## src/rtl/ks_pkg.sv

```systemverilog
// Shared helpers for the pipelined Kogge-Stone adder: level count, span and width legality.
package ks_pkg;

   localparam int unsigned KS_MIN_WIDTH = 4;

   function automatic int unsigned ks_levels(input int unsigned width);
      return $clog2(width);
   endfunction

   function automatic int unsigned ks_span(input int unsigned level);
      return 32'(1) << level;
   endfunction

   function automatic bit ks_width_ok(input int unsigned width);
      return (width >= KS_MIN_WIDTH) && ((width & (width - 1)) == 0);
   endfunction

endpackage

```

## src/rtl/ks_prefix_stage.sv

```systemverilog
// One Kogge-Stone prefix level plus its pipeline register; the original P and c0 ride along.
module ks_prefix_stage
   import ks_pkg::*;
#(
   parameter int unsigned WIDTH = 16,
   parameter int unsigned SPAN  = 1
) (
   input  logic             clk,
   input  logic             rst_n,
   input  logic             advance,
   input  logic             in_valid,
   input  logic [WIDTH-1:0] in_p,
   input  logic [WIDTH-1:0] in_g,
   input  logic [WIDTH-1:0] in_p0,
   input  logic             in_c0,
   output logic             out_valid,
   output logic [WIDTH-1:0] out_p,
   output logic [WIDTH-1:0] out_g,
   output logic [WIDTH-1:0] out_p0,
   output logic             out_c0
);

   // Bits below SPAN have no partner this level and keep their P unchanged.
   localparam logic [WIDTH-1:0] LOW_MASK = ~({WIDTH{1'b1}} << SPAN);

   logic             valid_d, valid_q;
   logic [WIDTH-1:0] p_d, p_q;
   logic [WIDTH-1:0] g_d, g_q;
   logic [WIDTH-1:0] p0_d, p0_q;
   logic             c0_d, c0_q;

   always_comb begin
      valid_d = valid_q;
      p_d     = p_q;
      g_d     = g_q;
      p0_d    = p0_q;
      c0_d    = c0_q;
      if (advance) begin
         valid_d = in_valid;
         g_d     = in_g | (in_p & (in_g << SPAN));
         p_d     = in_p & ((in_p << SPAN) | LOW_MASK);
         p0_d    = in_p0;
         c0_d    = in_c0;
      end
   end

   always_ff @(posedge clk or negedge rst_n) begin
      if (!rst_n) begin
         valid_q <= 1'b0;
      end else begin
         valid_q <= valid_d;
      end
   end

   // Payload registers need no reset: a cleared valid bit masks them.
   always_ff @(posedge clk) begin
      p_q  <= p_d;
      g_q  <= g_d;
      p0_q <= p0_d;
      c0_q <= c0_d;
   end

   assign out_valid = valid_q;
   assign out_p     = p_q;
   assign out_g     = g_q;
   assign out_p0    = p0_q;
   assign out_c0    = c0_q;

endmodule

```

## src/rtl/ks_adder_pipe.sv

```systemverilog
// Pipelined Kogge-Stone adder/subtractor with a global-stall valid/ready handshake.
// Stages: S0 operand prep, one register per prefix level, then the registered sum/flags.
module ks_adder_pipe
   import ks_pkg::*;
#(
   parameter int unsigned WIDTH  = 16,
   parameter int unsigned LEVELS = ks_levels(WIDTH)
) (
   input  logic             clk,
   input  logic             rst_n,
   input  logic             in_valid,
   output logic             in_ready,
   input  logic [WIDTH-1:0] a,
   input  logic [WIDTH-1:0] b,
   input  logic             cin,
   input  logic             sub,
   output logic             out_valid,
   input  logic             out_ready,
   output logic [WIDTH-1:0] sum,
   output logic             cout,
   output logic             ovf
);

   if (!ks_width_ok(WIDTH)) begin : g_bad_width
      $error("ks_adder_pipe: WIDTH must be a power of 2 and at least 4");
   end
   if (LEVELS != ks_levels(WIDTH)) begin : g_bad_levels
      $error("ks_adder_pipe: LEVELS is derived from WIDTH and must not be overridden");
   end

   logic advance;

   logic [WIDTH-1:0] b_eff;
   logic             c0;

   logic             s0_valid_d, s0_valid_q;
   logic [WIDTH-1:0] s0_p_d, s0_p_q;
   logic [WIDTH-1:0] s0_g_d, s0_g_q;
   logic             s0_c0_d, s0_c0_q;

   // Index k holds the registered outputs of prefix level k (0 = S0).
   logic [LEVELS:0][WIDTH-1:0] p_pipe;
   logic [LEVELS:0][WIDTH-1:0] g_pipe;
   logic [LEVELS:0][WIDTH-1:0] p0_pipe;
   logic [LEVELS:0]            c0_pipe;
   logic [LEVELS:0]            v_pipe;

   logic [WIDTH-1:0] carry;
   logic             out_valid_d, out_valid_q;
   logic [WIDTH-1:0] sum_d, sum_q;
   logic             cout_d, cout_q;
   logic             ovf_d, ovf_q;

   logic             unused_p;

   // One stall signal for every stage keeps the pipeline lossless under backpressure.
   assign advance  = out_ready | ~out_valid_q;
   assign in_ready = advance;

   // S0: select effective operands and fold the carry-in into bit 0.
   always_comb begin
      b_eff      = sub ? ~b : b;
      c0         = sub | cin;
      s0_valid_d = s0_valid_q;
      s0_p_d     = s0_p_q;
      s0_g_d     = s0_g_q;
      s0_c0_d    = s0_c0_q;
      if (advance) begin
         s0_valid_d = in_valid;
         s0_p_d     = a ^ b_eff;
         s0_g_d     = a & b_eff;
         s0_g_d[0]  = s0_g_d[0] | (s0_p_d[0] & c0);
         s0_c0_d    = c0;
      end
   end

   always_ff @(posedge clk or negedge rst_n) begin
      if (!rst_n) begin
         s0_valid_q <= 1'b0;
      end else begin
         s0_valid_q <= s0_valid_d;
      end
   end

   always_ff @(posedge clk) begin
      s0_p_q  <= s0_p_d;
      s0_g_q  <= s0_g_d;
      s0_c0_q <= s0_c0_d;
   end

   assign v_pipe[0]  = s0_valid_q;
   assign p_pipe[0]  = s0_p_q;
   assign g_pipe[0]  = s0_g_q;
   assign p0_pipe[0] = s0_p_q;
   assign c0_pipe[0] = s0_c0_q;

   for (genvar k = 0; k < LEVELS; k++) begin : g_level
      ks_prefix_stage #(
         .WIDTH (WIDTH),
         .SPAN  (ks_span(k))
      ) u_stage (
         .clk       (clk),
         .rst_n     (rst_n),
         .advance   (advance),
         .in_valid  (v_pipe[k]),
         .in_p      (p_pipe[k]),
         .in_g      (g_pipe[k]),
         .in_p0     (p0_pipe[k]),
         .in_c0     (c0_pipe[k]),
         .out_valid (v_pipe[k+1]),
         .out_p     (p_pipe[k+1]),
         .out_g     (g_pipe[k+1]),
         .out_p0    (p0_pipe[k+1]),
         .out_c0    (c0_pipe[k+1])
      );
   end

   // The final group-propagate terms are not needed once every carry is resolved.
   assign unused_p = ^p_pipe[LEVELS];

   // Output stage: carry into bit i is the prefix generate of bits i-1..0.
   always_comb begin
      carry       = {g_pipe[LEVELS][WIDTH-2:0], c0_pipe[LEVELS]};
      out_valid_d = out_valid_q;
      sum_d       = sum_q;
      cout_d      = cout_q;
      ovf_d       = ovf_q;
      if (advance) begin
         out_valid_d = v_pipe[LEVELS];
         sum_d       = p0_pipe[LEVELS] ^ carry;
         cout_d      = g_pipe[LEVELS][WIDTH-1];
         ovf_d       = carry[WIDTH-1] ^ g_pipe[LEVELS][WIDTH-1];
      end
   end

   always_ff @(posedge clk or negedge rst_n) begin
      if (!rst_n) begin
         out_valid_q <= 1'b0;
         sum_q       <= '0;
         cout_q      <= 1'b0;
         ovf_q       <= 1'b0;
      end else begin
         out_valid_q <= out_valid_d;
         sum_q       <= sum_d;
         cout_q      <= cout_d;
         ovf_q       <= ovf_d;
      end
   end

   assign out_valid = out_valid_q;
   assign sum       = sum_q;
   assign cout      = cout_q;
   assign ovf       = ovf_q;

endmodule

```

## config.mk

```make
export PLATFORM = sky130hd
export DESIGN_NAME = ks_adder_pipe
export DESIGN_NICKNAME = d
export VERILOG_FILES = /design/src/rtl/ks_pkg.sv /design/src/rtl/ks_prefix_stage.sv /design/src/rtl/ks_adder_pipe.sv
export SDC_FILE = /design/constraint.sdc
export NUM_CORES = 1
export LEC_CHECK = 0
export CAP_MARGIN = 20
export CORE_ASPECT_RATIO = 1.1
export CORE_MARGIN = 8
export CORE_UTILIZATION = 55
export CTS_BUF_LIST = sky130_fd_sc_hd__clkbuf_8
export DETAILED_ROUTE_END_ITERATION = 7
export PLACE_DENSITY_LB_ADDON = 0.12
export SLEW_MARGIN = 20
export SYNTH_ARGS = -nofsm -noshare
export SYNTH_HDL_FRONTEND = slang
export SYNTH_SLANG_ARGS = --single-unit
```

## constraint.sdc

```tcl
create_clock -name clk -period 3.9 [get_ports clk]
set_input_delay 1.17 -clock clk [delete_from_list [all_inputs] [get_ports clk]]
set_output_delay 1.17 -clock clk [all_outputs]
set_load 0.005 [all_outputs]
```

==> results by group <==
Clocking
  • CTS hold repair buffers: 0
  • # Post-CTS Setup Buffers: 0
  • Clock buffer count from CTS: 34
  • Max clock buf depth: 3
  • CTS tree: done
  • Post_cts resized: 0
  • Clock sinks: 223
  • CTS clk-pin slew, worst paths: 0.06 ns
  • Clock latency on the worst-skew pair: 0.49 ns
  • # H-tree levels: 2
  • Root Driver: clkbuf_8

Timing
  • Min Clock Period, post-route: 3.60 ns
  • Setup Skew: 0.0216 ns
  • Tightest Pin Transition: 1.16 ns
  • Sum Neg Setup Slack: 0 ns
  • Final Hold Fails: 0
  • Final worst-path cycle share: 92.3%
  • Worst rel slew slack: 22.7%
  • Final setup violation count: 0
  • RSZ-0062 raised after global routing: no
  • Max Fclk: 278 MHz
  • Pins Over Slew Limit: 0

Global routing
  • Initial antenna violation count: 0
  • Largest net degree at the start of global routing: 215
  • GRT overflow: 0
  • GRT Overall Usage: 11.4%
  • Vias in the first global route: 3678
  • Global-route wire length before repair: 17.3 mm

Synthesis
  • Ranking of synthesized cells by area: edfxtp_1 (74%), dfrtp_1 (7.5%), a21o_1 (4.7%)
  • Commonest cells in the synthesized netlist: edfxtp_1 (199), a21o_1 (50), and2_1 (34)
  • Number of synthesized flops with an enable pin: 199
  • Mean Syn Cell Area: 20.8 µm²
  • Syn. warnings: 0
  • Synthesized flop and latch total: 223
  • Yosys cell types: 14
  • Post-synth top flop: edfxtp_1
  • Most frequent cell after synthesis: edfxtp_1
  • Sequential area share after synthesis: 81.7%
  • Post-synth ARST share: 10.8%
  • Syn nets: 441
  • Cells after synthesis: 387
  • Synth Cell Area: 0.00805 mm²
  • Post-synth top area share: 74.2%
  • Yosys top cell by area: edfxtp_1

Worst setup path
  • Worst Setup Start Kind: input pin
  • Worst endpoint required time: 2.73 ns
  • Worst Setup SP: out_ready
  • Crit-path max FO: 2
  • Worst Path Arrival: 2.43 ns
  • CP Cell Sequence: clkdlybuf4s50_1 -> nand2b_4 -> clkdlybuf4s50_1
  • Worst path max stage delay: 0.67 ns
  • Crit path buf inv count: 2
  • WS Path Type: input pin to primary output
  • CP most frequent cell: clkdlybuf4s50_1
  • R2R Path Start: out_valid$_DFFE_PN0P_
  • Slowest-stage cell, CP: clkdlybuf4s50_1
  • Critical path endpoint category: primary output
  • Crit path max-delay family: buffers and inverters

Place
  • Dpl hpwl: 6.59 mm
  • Routability congestion estimate: 0.754
  • PortBufs: 57

Power and ir drop
  • Switching power total: 0.00165 W
  • PwrDens: 742 mW/mm²
  • Leakage power: 3.76 nW
  • Clock share of power: 24.0%
  • Comb pwr share: 16.3%
  • Overall power: 0.00701 W
  • Sequential cell fraction of total power: 59.7%
  • Power Internal: 0.00536 W
  • Switch share: 23.6%
  • Max VDD drop: 0.451 mV

Floorplan
  • Die area: 0.0188 mm²
  • Ports: 58
  • DIE WIDTH: 131 µm
  • Rows: 46
  • Core region area: 0.0144 mm²
  • Initial Utilization: 56.0%
  • Die height: 143 µm

Run
  • Max-cap violations: 0

Finish
  • Final nets: 532
  • Layout cells sized above 1: 13.2%
  • Ant. Diodes: 0
  • Syn-to-layout area delta: 17.3%

Route
  • Post-route DRC: 0
  • Routed Antenna Nets: 0
  • Routed vias/inst: 4.86
  • Wire per inst: 14.9 µm
  • First-pass iteration count of the detailed router: 4
  • Iteration-0 DRC Markers: 213
  • Routed wire length: 10.3 mm
  • Vias: 3363

Worst hold path
  • Start point of the worst hold path: g_level[0].u_stage.out_p0[15]$_DFFE_PP_
  • Hold crit path type: register to register

Run status
  • Run status: finished, final reports clean
## path summary, 6_finish.rpt
check / to / cells after the start / slack, ns
worst min register to register: g_level[1].u_stage.out_p0[15]$_DFFE_PP_ / 0 / 0.41
max in group asynchronous: sum[12]$_DFFE_PN0P_ / 1 / 2.89
worst max register to register: s0_g_q[12]$_DFFE_PP_ / 3 / 1.88
worst max-delay path: in_ready / 3 / 0.30
worst min-delay path: g_level[1].u_stage.out_p0[15]$_DFFE_PP_ / 0 / 0.41
min in group asynchronous: sum[0]$_DFFE_PN0P_ / 1 / 0.66
## cells in the final DEF (no fill, tap or decap)
cell,count
a21o_1,50
and2_1,34
buf_12,1
buf_2,1
buf_4,2
bufinv_16,1
clkbuf_8,35
clkdlybuf4s50_1,56
clkinv_1,6
clkinvlp_4,1
dfrtp_1,24
edfxtp_1,199
ha_1,16
inv_1,15
mux2_2,5
mux2_4,18
nand2b_1,1
nand2b_4,1
or2_2,1
xor2_1,33
## power by group through the flow
stage / Combinational [W] / Sequential (W) / Clock (W)
finish: 0.00114 / 0.00418 / 0.00168
global route: 0.00126 / 0.00429 / 0.00185
CTS: 0.00117 / 0.00420 / 0.00175
detailed placement: 0.00117 / 0.00425 / 0
global placement: 0.00114 / 0.00421 / 0
floorplan: 0.000763 / 0.00410 / 0
## routing by layer
layer	wire (µm)	vias to the layer above	track usage, %
li1	-	1655	-
met1	4400	1599	12.6
met2	5100	83	19.7
met3	545	26	3.65
met4	302	0	5.63
met5	0	-	0
## logic make-up after synthesis
| family | Yosys count | synth area share [%] |
|---|---|---|
| flops | 223 | 81.7 |
| mux | 23 | 4.06 |
| fa+ha+maj | 16 | 2.49 |
| simple gates | 37 | 2.97 |
| buf+inv | 5 | 0.575 |
| compound gates | 50 | 4.66 |
| xor+xnor | 33 | 3.59 |
## sequential cells by signal (all words and copies together) (netlist names)
register / count
sum: 16
out_valid: 1
g_level.u_stage.out_g: 64
g_level.u_stage.out_p0: 64
s0_g_q: 16
s0_c0_q: 1
cout: 1
g_level.u_stage.out_c0: 4
s0_p_q: 16
s0_valid_q: 1
g_level.u_stage.out_valid: 4
g_level.u_stage.out_p: 34
ovf: 1
## cell type report
type,instances,area (µm²)
flip-flops and latches,223,6580
clock buffers,35,482
multi-input cells,159,1430
repair buffers,60,601
well taps,192,240
fillers,1025,4940
clock inverters,23,116
## stage by stage
step	instance area (µm²)	util, %	worst slack, ns	cells	hold WS [ns]
detailed placement	8850	61.5	0.276	634	0.405
finish	9450	65.6	0.299	692	0.409
global placement	8850	61.5	0.275	634	0.401
global route	9450	65.6	0.253	692	0.420
CTS	9450	65.7	0.256	692	0.411
floorplan	8050	-	0.298	387	0.400
No activity file was read; power rests on OpenSTA's default activity.
